===== src/rtl/tri_sample_iter.sv =====
// Bounding-box sample iterator: walks a triangle's box in raster order at the
// selected sub-sample step, presenting one candidate sample per cycle.
module tri_sample_iter #(
  parameter int SIGFIG = 24,
  parameter int RADIX  = 10,
  parameter int VERTS  = 3,
  parameter int AXIS   = 3,
  parameter int COLORS = 3
) (
  input  logic                     clk,
  input  logic                     rst,
  input  logic signed [SIGFIG-1:0] tri_R13S   [VERTS][AXIS],
  input  logic        [SIGFIG-1:0] color_R13U [COLORS],
  input  logic signed [SIGFIG-1:0] box_R13S   [2][2],
  input  logic                     validTri_R13H,
  input  logic        [3:0]        subSample_RnnnnU,
  output logic                     halt_RnnnnH,
  output logic signed [SIGFIG-1:0] tri_R14S   [VERTS][AXIS],
  output logic        [SIGFIG-1:0] color_R14U [COLORS],
  output logic signed [SIGFIG-1:0] sample_R14S [2],
  output logic                     validSamp_R14H
);

  // Handshake: upstream offers a triangle with validTri_R13H and must hold it
  // while halt_RnnnnH=1; a triangle is taken on any edge where the FSM is in
  // WAIT and validTri_R13H=1, and validTri_R13H is ignored otherwise.
  typedef enum logic {S_WAIT, S_TEST} state_t;

  state_t                   state_q;
  logic signed [SIGFIG-1:0] tri_q    [VERTS][AXIS];
  logic        [SIGFIG-1:0] color_q  [COLORS];
  logic signed [SIGFIG-1:0] box_q    [2][2];
  logic signed [SIGFIG-1:0] sample_q [2];
  logic signed [SIGFIG-1:0] step_q;
  logic                     valid_q;
  logic                     halt_q;

  logic signed [SIGFIG-1:0] step_d;
  logic signed [SIGFIG:0]   x_ext_d, y_ext_d, step_ext_d, urx_ext_d, ury_ext_d;
  logic signed [SIGFIG:0]   nx_d, ny_d;
  logic                     x_over_d, y_over_d;

  localparam logic signed [SIGFIG-1:0] ONE = {{(SIGFIG-1){1'b0}}, 1'b1};

  always_comb begin
    step_d = ONE << RADIX;
    case (subSample_RnnnnU)
      4'b0100: step_d = ONE << (RADIX - 1);
      4'b0010: step_d = ONE << (RADIX - 2);
      4'b0001: step_d = ONE << (RADIX - 3);
      default: step_d = ONE << RADIX;
    endcase
  end

  // One extra bit keeps x+step from wrapping negative near the positive limit.
  assign x_ext_d    = {sample_q[0][SIGFIG-1], sample_q[0]};
  assign y_ext_d    = {sample_q[1][SIGFIG-1], sample_q[1]};
  assign step_ext_d = {step_q[SIGFIG-1], step_q};
  assign urx_ext_d  = {box_q[1][0][SIGFIG-1], box_q[1][0]};
  assign ury_ext_d  = {box_q[1][1][SIGFIG-1], box_q[1][1]};
  assign nx_d       = x_ext_d + step_ext_d;
  assign ny_d       = y_ext_d + step_ext_d;
  assign x_over_d   = nx_d > urx_ext_d;
  assign y_over_d   = ny_d > ury_ext_d;

  always_ff @(posedge clk or posedge rst) begin
    if (rst) begin
      state_q <= S_WAIT;
      valid_q <= 1'b0;
      halt_q  <= 1'b0;
      step_q  <= '0;
      for (int v = 0; v < VERTS; v++)
        for (int a = 0; a < AXIS; a++) tri_q[v][a] <= '0;
      for (int c = 0; c < COLORS; c++) color_q[c] <= '0;
      for (int i = 0; i < 2; i++) begin
        sample_q[i] <= '0;
        box_q[i][0] <= '0;
        box_q[i][1] <= '0;
      end
    end else begin
      case (state_q)
        S_WAIT: begin
          valid_q <= 1'b0;
          halt_q  <= 1'b0;
          if (validTri_R13H) begin
            tri_q       <= tri_R13S;
            color_q     <= color_R13U;
            box_q       <= box_R13S;
            step_q      <= step_d;
            sample_q[0] <= box_R13S[0][0];
            sample_q[1] <= box_R13S[0][1];
            valid_q     <= 1'b1;
            halt_q      <= 1'b1;
            state_q     <= S_TEST;
          end
        end
        S_TEST: begin
          if (x_over_d && y_over_d) begin
            valid_q <= 1'b0;
            halt_q  <= 1'b0;
            state_q <= S_WAIT;
          end else if (x_over_d) begin
            sample_q[0] <= box_q[0][0];
            sample_q[1] <= ny_d[SIGFIG-1:0];
          end else begin
            sample_q[0] <= nx_d[SIGFIG-1:0];
          end
        end
        default: state_q <= S_WAIT;
      endcase
    end
  end

  assign halt_RnnnnH    = halt_q;
  assign validSamp_R14H = valid_q;
  assign tri_R14S       = tri_q;
  assign color_R14U     = color_q;
  assign sample_R14S    = sample_q;

  // An inverted box has no defined iteration; flag it when it is taken.
  a_box_ordered: assert property (@(posedge clk) disable iff (rst)
    (state_q == S_WAIT && validTri_R13H) |->
      (box_R13S[1][0] >= box_R13S[0][0] && box_R13S[1][1] >= box_R13S[0][1]));

endmodule

===== config.mk =====
export PLATFORM = sky130hd
export DESIGN_NAME = tri_sample_iter
export DESIGN_NICKNAME = d
export VERILOG_FILES = /design/src/rtl/tri_sample_iter.sv
export SDC_FILE = /design/constraint.sdc
export NUM_CORES = 1
export LEC_CHECK = 0
export ABC_CLOCK_PERIOD_IN_PS = 23800
export CAP_MARGIN = 5
export CORE_AREA = 2 2 281 283
export CTS_CLUSTER_SIZE = 10
export DETAILED_ROUTE_END_ITERATION = 10
export DIE_AREA = 0 0 283 285
export DONT_BUFFER_PORTS = 1
export GPL_ROUTABILITY_DRIVEN = 0
export SETUP_SLACK_MARGIN = 0.2
export SYNTH_ARGS = -nofsm -noshare
export SYNTH_HDL_FRONTEND = slang
export SYNTH_SLANG_ARGS = --single-unit

===== constraint.sdc =====
create_clock -name clk -period 23.8 [get_ports clk]
set_clock_uncertainty 0.15 [all_clocks]
set_input_delay 2.38 -clock clk [delete_from_list [all_inputs] [get_ports clk]]
set_output_delay 2.38 -clock clk [all_outputs]
set_load 0.02 [all_outputs]

==> run_results.csv, run 1 <==
group,metric,value,unit
outcome,status,"finished clean",
floorplanning,dieArea,80700,um^2
power,power_frac_comb,28.8,%
synthesis,synth_xor_area_share,1.55,%
route,drcViolationCount,0,
global_routing,overflow,0,
setup_path,r2r-end,"sample_R14S[47]",
synthesis,synth_top_family_by_area,"simple AND/OR/NAND/NOR gates",
route,avgViaCountPerCell,4.39,
synthesis,ys_seq_elements,414,
clocking,cts_buffers,50,
floorplanning,num_io_pins,729,
synthesis,yosys_warnings,0,
power,pwr-share-clk,20.6,%
sta,finalCritPeriodShare,23.1,%
setup_path,worstPathCellList,"ha_1 > inv_1 > fa_1 > nor2b_1 > o21ai_0 > nand2b_1 > nor3b_2 > nand3_1 > xnor2_1 > ha_1 > nand4_1 > o22a_1 > a221oi_1 > o31ai_4 > nor2_2 > mux2_1 > mux2_2",
setup_path,r2r_cells,17,
route,wl_per_cell,19.3,um
route,vias,13500,
sta,finalWorstSetupSlack,18.29,ns
setup_path,crit_start,"sample_R14S[7]",
route,wl,59400,um
cells_and_area,multi_input_area,7050,um^2
global_routing,antenna_found_initial,16,
setup_path,endpoint_kind,"register",
place,portBuffers,0,
synthesis,avgSynthCellArea,8.87,um^2
sta,fmax,182,MHz
sta,setup_viol,0,
clocking,holdBufCountCts,0,
sta,rsz0062_at_grt,"false",
setup_path,worstPathRequired,24.11,ns
floorplanning,die_h,285,um
global_routing,grt_use_total,14.2,%
synthesis,async_reset_ff_share,100,%
cells_and_area,final_core_util,26.4,%
sta,maxSlewViolCount,0,
cells_and_area,stdcell_count,3077,
cells_and_area,nets,2453,
power,power.density,164,nW/um^2
floorplanning,start_util,23.1,%
place,dp.cells,3000,
route,first_pass_iters,5,
clocking,cts_tree,"built",
setup_path,crit_path_top_delay_cell,"nor2_2",
setup_path,crit_path_frequent_cell,"ha_1",
sta,max_slew_margin,34.4,%
global_routing,grt_use_met2,22.7,%
setup_path,path_max_fanout,14,
setup_path,startpoint_type,"register",
synthesis,synth_largest_area_cell,"dfrtp_1",
run,max-cap-violations,0,
clocking,cts_setup_buffers,0,
global_routing,grt_pass1_wl,87300,um
clocking,clk_pin_slew,0.06,ns
synthesis,synthMuxAreaShare,2.28,%
synthesis,syn_inst,2034,
power,power.internal,1.80,mW
setup_path,critPathArrivalTime,5.82,ns
power,leakagePower,10.3,nW
synthesis,syn_area,18000,um^2
route,ant_nets,0,
setup_path,rrSetupSlack,18.29,ns
power,irDropWorstVdd,0.0000915,V
global_routing,met3_usage,5.73,%
floorplanning,coreArea,78000,um^2
cells_and_area,area_delta_synth_final,13.9,%
synthesis,synth-compound-area-share,5.57,%
synthesis,yosysSeqAreaShare,57.4,%
clocking,ctsRootBufferMaster,"clkbuf_16",
sta,hold_viol,0,
place,place_ws,18.13,ns
global_routing,grt_pass1_vias,13500,
setup_path,critPathMaxStageDelay,0.72,ns
power,swShare,46.5,%
clocking,clk_path_buf_depth,3,
cells_and_area,drive_above_1_share,5.64,%
sta,whs,0.315,ns
global_routing,grt_start_max_net_pins,118,
min_path,hold_class,"register to register",
setup_path,endpoint,"sample_R14S[47]",
sta,worst_pin_slew,0.983,ns
cells_and_area,final_area,20500,um^2
synthesis,synth_fp_nets,2485,
synthesis,synthFlopType,"dfrtp_1",
synthesis,synth_top_area_share,57.4,%
clocking,htreeDepth,2,
global_routing,gr-usage-met1,16.3,%
setup_path,critPathKind,"register to register",
global_routing,grt-busiest-layer,"met2",
floorplanning,die_w,283,um
synthesis,synth_enable_flop_cells,0,
synthesis,synthAdderAreaFrac,4.24,%
synthesis,synthTopCellsByArea,"dfrtp_1 57%, nand2_1 22%, ha_1 4.0%, o21ai_0 2.4%, clkbuf_1 1.8%",
setup_path,r2r_start,"sample_R14S[7]",
clocking,cts_resized,0,
sta,fin_crit,5.51,ns
power,p_seq_share,50.6,%
clocking,cts_num_sinks,414,
place,place_area,19100,um^2
sta,setup_tns,0,ns
power,p_total,3.36,mW
power,power_switching,1.56,mW
cells_and_area,nFillCells,8317,
synthesis,yosys.area_share.simple,25.4,%
route,first_iter_violations,789,
clocking,clk_latency,0.58,ns
floorplanning,rows,103,
synthesis,synth_cell_types,63,
cells_and_area,ff_latch_area,10400,um^2
place,dp_hpwl,45100,um
## cell usage after synthesis, drive strengths merged (12+ instances only)
cell type  number
nor2           24
xnor2          22
nand3          16
nand2        1067
o21ai          93
mux2i          22
inv            66
buf            12
dfrtp         414
ha             58
a21oi          28
mux2           17
clkbuf         87
nand4          16
## power by group through the flow
| stage | Sequential (mW) | Clock, mW | Combinational (mW) |
|---|---|---|---|
| 3_5_place_dp | 1.71 | 0 | 0.981 |
| 2_1_floorplan | 1.56 | 0 | 0.780 |
| 5_1_grt | 1.73 | 0.744 | 1.12 |
| 6_report | 1.70 | 0.693 | 0.968 |
| 4_1_cts | 1.71 | 0.715 | 0.981 |
| 3_3_place_gp | 1.71 | 0 | 0.951 |
## layer usage
layer	part of all wire [%]	up-vias
met3	9.7	144
met5	0.11	-
met1	38	6445
met4	5.0	12
met2	47	576
li1	-	6341
## layout make-up
type | instances | area share, %
clock buffers | 63 | 6.57
clock inverters | 7 | 0.414
flip-flops and latches | 414 | 50.4
multi-input cells | 1454 | 34.3
repair buffers | 15 | 0.548
diodes | 7 | 0.0852
well taps | 1050 | 6.39
inverters | 67 | 1.26
## sequential cells by signal (all words and copies together), names as in the netlist
name	flops
sample_R14S	48
state_q	1
tri_R14S	216
color_R14U	72
step_q	4
box_q	72
halt_RnnnnH	1
## kinds of logic (layout without fill, tap and decap cells)
group                    after synthesis  in the layout
AND/OR/NAND/NOR                     1164           1164
multiplexers                          39             39
flip-flops                           414            414
other                                  0              7
XOR/XNOR                              32             32
AO/OA/AOI/OAI                        159            159
adder cells (fa/ha/maj)               60             60
buffers and inverters                166            152
## layout by cell type, fill, tap and decap left out, types with 22 or more instances in the layout
cell type,netlist,layout
dfrtp_1,414,413
nand2_1,1065,1064
inv_1,66,65
ha_1,58,58
nor2_1,22,22
clkbuf_16,0,50
mux2i_1,22,22
a21oi_1,27,27
xnor2_1,22,22
o21ai_0,88,88
## worst max-delay path, delay by kind of cell, from the launching register on
kind            cells  cell delay [ns]
fa+ha+maj           3             1.01
simple gates        6             1.79
flops               1             0.57
mux                 2             0.64
compound gates      4             0.99
xor+xnor            1             0.18
buf+inv             1             0.06
## worst min-delay path by stage
stage	startpoint	to	slack (ns)	cells past startpoint
floorplan	box_q[72]	box_q[72]	0.29	2
global placement	box_q[74]	box_q[74]	0.30	2
detailed placement	box_q[74]	box_q[74]	0.30	2
CTS	box_q[74]	box_q[74]	0.32	2
global route	box_q[80]	box_q[80]	0.34	2
finish	box_q[76]	box_q[76]	0.32	2
Note: power is estimated with default switching activity, not from simulation.
==> run 2: changes to the inputs <==
Settings changed: ABC_CLOCK_PERIOD_IN_PS 23800 to 5700.
Clock period 23.8 ns to 5.7 ns, I/O delays scaled along.
==> run 2 against run 1 <==
Net effect:
- sequential share of layout area down 7.8 points
- cell area rose by 18%
- wire length is 10% higher
- worst setup slack lost 18 ns
- core utilization is 4.8 points higher
- fmax is 8.0% higher
- highest routed layer unchanged
- critical path type unchanged
==> run_results.csv, run 2 (same netlist as run 1, synthesis figures left out) <==
group,metric,value,unit
power,swShare,46.5,%
min_path,hold_start,"box_R13S[70]",
clocking,clk_path_buf_depth,3,
setup_path,crit_start,"sample_R14S[8]",
clocking,ctsRootBufferMaster,"clkbuf_16",
clocking,htreeDepth,2,
setup_path,rrSetupSlack,0.60,ns
sta,max_slew_margin,35.1,%
sta,rsz0062_at_grt,"false",
setup_path,worstPathRequired,6.01,ns
floorplanning,coreArea,78000,um^2
global_routing,grt_use_total,15.7,%
power,power_frac_comb,30.9,%
floorplanning,dieArea,80700,um^2
route,drcViolationCount,0,
route,wl,65600,um
place,place_area,19300,um^2
global_routing,antenna_found_initial,14,
power,power.internal,7.72,mW
sta,hold_viol,0,
route,ant_nets,0,
sta,worst_pin_slew,0.971,ns
sta,fmax,196,MHz
setup_path,path_max_fanout,14,
global_routing,grt_pass1_wl,98200,um
global_routing,overflow,0,
setup_path,critPathArrivalTime,5.41,ns
global_routing,grt_pass1_vias,15700,
floorplanning,start_util,23.1,%
sta,setup_viol,0,
power,power_switching,6.72,mW
cells_and_area,drive_above_1_share,4.98,%
cells_and_area,final_core_util,31.2,%
run,max-cap-violations,0,
cells_and_area,largest_reg_flops,216,
sta,maxSlewViolCount,0,
power,leakagePower,11.9,nW
clocking,cts_tree,"built",
power,pwr-share-clk,19.9,%
power,p_seq_share,49.2,%
global_routing,grt_start_max_net_pins,159,
cells_and_area,final_area,24300,um^2
power,irDropWorstVdd,0.000301,V
clocking,cts_setup_buffers,0,
min_path,hold_class,"input pin to register",
route,first_pass_iters,5,
setup_path,r2r_start,"sample_R14S[8]",
floorplanning,die_w,283,um
sta,finalCritPeriodShare,89.5,%
place,portBuffers,0,
route,first_iter_violations,1009,
setup_path,startpoint_type,"register",
route,vias,15300,
clocking,clk_pin_slew,0.06,ns
clocking,cts_num_sinks,414,
clocking,cts_buffers,50,
place,dp_hpwl,46300,um
cells_and_area,final_cell_mix,"1064 x nand2_1, 413 x dfrtp_1, 365 x dlygate4sd3_1",
power,power.density,594,nW/um^2
cells_and_area,area_delta_synth_final,34.9,%
cells_and_area,nets,2826,
route,avgViaCountPerCell,4.42,
cells_and_area,mostFrequentLayoutCell,"nand2_1",
outcome,status,"finished clean",
sta,finalWorstSetupSlack,0.598,ns
floorplanning,die_h,285,um
setup_path,endpoint_kind,"register",
setup_path,critPathKind,"register to register",
floorplanning,num_io_pins,729,
place,place_ws,0.601,ns
clocking,clk_latency,0.58,ns
route,wl_per_cell,19.0,um
sta,fin_crit,5.10,ns
floorplanning,rows,103,
run 2: cell types whose count changed in the layout (fill, tap and decap cells not counted):
cell | before | now
diode_2 | 7 | 9
clkbuf_8 | 5 | 3
dlygate4sd3_1 | 0 | 365
inv_6 | 2 | 0
buf_12 | 0 | 8
inv_8 | 1 | 0
clkinv_4 | 1 | 0
clkbuf_1 | 8 | 9
clkinvlp_4 | 1 | 4
run 2: metal layers:
layer  up-vias  share of wire [%]  global-route usage, %  wire, um
li1       7080                  -                      -         -
met1      7373                 39                   18.4     25800
met2       659                 47                   26.0     31100
met3       140                8.4                   5.12      5500
met4         8                4.7                   7.02      3080
met5         -              0.078                      0        51
run 2: power groups by stage:
| stage | sequential [mW] | clock, mW | combinational [mW] |
|---|---|---|---|
| after floorplan | 6.52 | 0 | 3.26 |
| after global placement | 7.14 | 0 | 4.11 |
| after detailed placement | 7.11 | 0 | 4.24 |
| after CTS | 7.10 | 2.98 | 4.46 |
| after global routing | 7.22 | 3.08 | 5.11 |
| final | 7.11 | 2.88 | 4.46 |
run 2: cell type report:
class,instances,area [um^2]
flip-flops and latches,414,10400
multi-input cells,1454,7050
inverters,67,255
well taps,1050,1310
fillers,7873,53600
repair buffers,388,3930
diodes,9,22.5
clock buffers,62,1330
clock inverters,6,73.8
run 2: what timing repair did:
action | in CTS | in global routing
hold buffers | 365 | 0
endpoints found under the hold margin | 397 | 0
resized for setup | 0 | 0
run 2: worst max-delay path, stage by stage, from the launching register on:
cell,delay [ns]
dfrtp_1,0.58
inv_1,0.15
fa_1,0.49
nor2b_1,0.12
o21ai_0,0.09
nand2b_1,0.15
nor3b_2,0.48
nand4_1,0.18
xnor2_1,0.24
ha_1,0.28
a21o_1,0.18
a21oi_1,0.16
nor2b_1,0.14
a221oi_1,0.12
o31ai_4,0.61
nor2_2,0.04
buf_4,0.22
mux2_1,0.32
mux2_2,0.26
run 2: worst paths after layout:
| check | end | cells after the start |
|---|---|---|
| setup / recovery | sample_R14S[47] | 18 |
| hold / removal | sample_R14S[22] | 2 |
| setup reg to reg | sample_R14S[47] | 18 |
| hold reg to reg | box_q[78] | 2 |
| max in group asynchronous | tri_R14S[122] | 3 |
| min in group asynchronous | color_R14U[57] | 2 |
run 2: stage by stage:
stage          hold slack, ns  TNS [ns]  power [mW]  instances
2_1_floorplan           0.287   -249.06        9.77       2034
3_3_place_gp            0.298         0        11.2       3008
3_5_place_dp            0.304         0        11.4       3008
4_1_cts               0.00270         0        14.5       3441
5_1_grt                0.0123         0        15.4       3448
6_report               0.0507         0        14.4       3450
==> run 3: changes to the inputs <==
Settings changed: ABC_AREA from default to 1, CORE_AREA 2 2 281 283 to 2 2 285 287, DIE_AREA 0 0 283 285 to 0 0 287 289.
==> run 3 against run 2 <==
Net effect:
- power is 8.0% higher
- flip-flop and latch count stayed put
- synthesized cell count is 14% higher
- global-route usage is 0.71 points higher
- highest routed layer unchanged
- area after synthesis is 3.2% higher
==> run_results.csv, run 3 <==
group,metric,value,unit
cells_and_area,final_core_util,31.3,%
clocking,clk_pin_slew,0.06,ns
sta,setup_viol,0,
sta,rsz0062_at_grt,"false",
synthesis,syn_area,18600,um^2
synthesis,synth_cell_types,39,
floorplanning,start_util,23.3,%
setup_path,endpoint_kind,"register",
sta,max_slew_margin,20.1,%
synthesis,synth_fp_nets,2769,
cells_and_area,nFillCells,8254,
sta,fmax,206,MHz
clocking,cts_num_sinks,414,
cells_and_area,drive_above_1_share,3.94,%
global_routing,grt_use_total,16.4,%
clocking,cts_tree,"built",
global_routing,grt_pass1_wl,104000,um
power,power.density,624,nW/um^2
synthesis,synthTopCellsByArea,"dfrtp_1 56%, nand2_1 26%, ha_1 3.9%, inv_1 3.1%, o21ai_0 2.4%",
synthesis,synthFlopType,"dfrtp_1",
clocking,htreeDepth,2,
clocking,clk_latency,0.59,ns
setup_path,critPathKind,"register to register",
power,irDropWorstVdd,0.000355,V
synthesis,synth_top_area_share,55.7,%
floorplanning,num_io_pins,729,
power,p_total,15.6,mW
setup_path,critPathArrivalTime,5.23,ns
synthesis,synth_enable_flop_cells,0,
floorplanning,coreArea,79900,um^2
route,avgViaCountPerCell,4.49,
route,first_iter_violations,1369,
synthesis,async_reset_ff_share,100,%
cells_and_area,mostFrequentLayoutCell,"nand2_1",
sta,fin_crit,4.86,ns
setup_path,startpoint_type,"register",
route,wl,71500,um
place,dp_hpwl,49900,um
cells_and_area,largest_reg_flops,216,
outcome,status,"finished clean",
floorplanning,die_w,287,um
synthesis,yosysMostFrequentCell,"nand2_1",
global_routing,grt_pass1_vias,16600,
floorplanning,die_h,289,um
power,leakagePower,12.8,nW
global_routing,antenna_found_initial,9,
route,vias,16800,
synthesis,ys_seq_elements,414,
route,first_pass_iters,5,
clocking,cts_buffers,52,
min_path,hold_class,"input pin to register",
setup_path,worstPathRequired,6.07,ns
clocking,clk_path_buf_depth,3,
sta,worst_pin_slew,1.20,ns
floorplanning,dieArea,82900,um^2
cells_and_area,nets,3094,
sta,whs,0.0167,ns
clocking,ctsRootBufferMaster,"clkbuf_16",
setup_path,rrSetupSlack,0.84,ns
synthesis,yosysSeqAreaShare,55.7,%
run,max-cap-violations,0,
sta,maxSlewViolCount,0,
place,portBuffers,0,
route,wl_per_cell,19.1,um
floorplanning,rows,104,
synthesis,syn_inst,2318,
global_routing,overflow,0,
synthesis,avgSynthCellArea,8.03,um^2
sta,finalCritPeriodShare,85.3,%
sta,hold_viol,0,
route,drcViolationCount,0,
cells_and_area,area_delta_synth_final,34.3,%
global_routing,grt_start_max_net_pins,213,
synthesis,yosys_warnings,0,
cells_and_area,final_cell_mix,"1285 x nand2_1, 414 x dfrtp_1, 359 x dlygate4sd3_1",
synthesis,synth_largest_area_cell,"dfrtp_1",
route,ant_nets,0,
setup_path,path_max_fanout,27,
synthesis,ys_top_cells_by_count,"1286 x nand2_1, 414 x dfrtp_1, 155 x inv_1, 88 x clkbuf_1, 88 x o21ai_0",
==> run 3: path summary, 6_finish.rpt <==
path                                 start         endpoint  depth (start not counted)
setup reg to reg           sample_R14S[31]  sample_R14S[31]                         25
hold reg to reg                  box_q[73]        box_q[73]                          2
max in group asynchronous              rst   color_R14U[19]                          3
min in group asynchronous              rst    tri_R14S[105]                          2
setup / recovery           sample_R14S[31]  sample_R14S[31]                         25
hold / removal               color_R13U[6]    color_R14U[6]                          2
==> run 3: cell type report <==
type / count / area (um^2) / area share [%]
multi-input cells: 1642 / 7250 / 29.0
clock buffers: 66 / 1420 / 5.66
diodes: 10 / 25.0 / 0.100
flip-flops and latches: 414 / 10400 / 41.5
repair buffers: 375 / 3810 / 15.3
inverters: 158 / 607 / 2.43
well taps: 1060 / 1330 / 5.31
clock inverters: 11 / 195 / 0.781
==> run 3: cell families (layout without fill, tap and decap cells) <==
kind of cell | count (synthesis) | in the layout | synth area share (%)
buffers and inverters | 262 | 610 | 5.45
other | 0 | 10 | 0
xor gates and xnor gates | 12 | 12 | 0.565
and+or+nand+nor | 1435 | 1435 | 30.4
DFF | 414 | 414 | 55.7
AOI/OAI and AO/OA | 135 | 135 | 3.84
adders and majority gates | 60 | 60 | 4.11
==> run 3: where the power goes <==
part | internal (mW) | switching (mW) | total, mW
logic | 1.80 | 3.42 | 5.22
registers | 4.32 | 2.84 | 7.16
clock network | 1.91 | 1.31 | 3.22
total | 8.03 | 7.57 | 15.6
==> run 3: per-stage QoR <==
step	cells	TNS [ns]	worst slack, ns	instance area (um^2)
after global placement	3290	0	0.785	19800
after CTS	3726	0	0.618	25000
after global routing	3731	0	0.446	25000
final	3736	0	0.838	25000
after floorplan	2318	-249.06	-0.602	18600
after detailed placement	3290	0	0.650	19800
==> run 3: metal layers <==
layer / part of all wire, % / vias up / global-route usage (%)
met5: 0.022 / - / 0
met4: 6.5 / 2 / 9.26
met3: 9.2 / 207 / 4.99
met2: 45 / 842 / 25.9
met1: 39 / 7955 / 19.8
li1: - / 7770 / -
==> run 3: repair_timing <==
action / CTS / global route
setup buffers: 0 / 0
setup endpoints to repair: 0 / 20
gates resized for setup: 0 / 1
hold buffers: 359 / 0
hold endpoints to repair: 398 / 0
==> run 3: worst max-delay path, cell delays in order (launching register included) <==
cell	delay [ns]
dfrtp_1	0.55
ha_1	0.23
inv_1	0.05
fa_1	0.40
o21ai_0	0.39
nand2_1	0.09
nor2_1	0.25
nand2_1	0.14
inv_1	0.10
nand3_1	0.08
nand2_1	0.10
inv_1	0.05
ha_1	0.28
nand2_1	0.10
inv_1	0.06
nand3_1	0.07
a21oi_1	0.06
nor2_2	0.20
nand3_2	0.13
nand2_4	0.23
nand2_8	0.20
nand2_4	0.12
nand3_4	0.25
inv_4	0.32
nand2_1	0.08
nand2_1	0.08
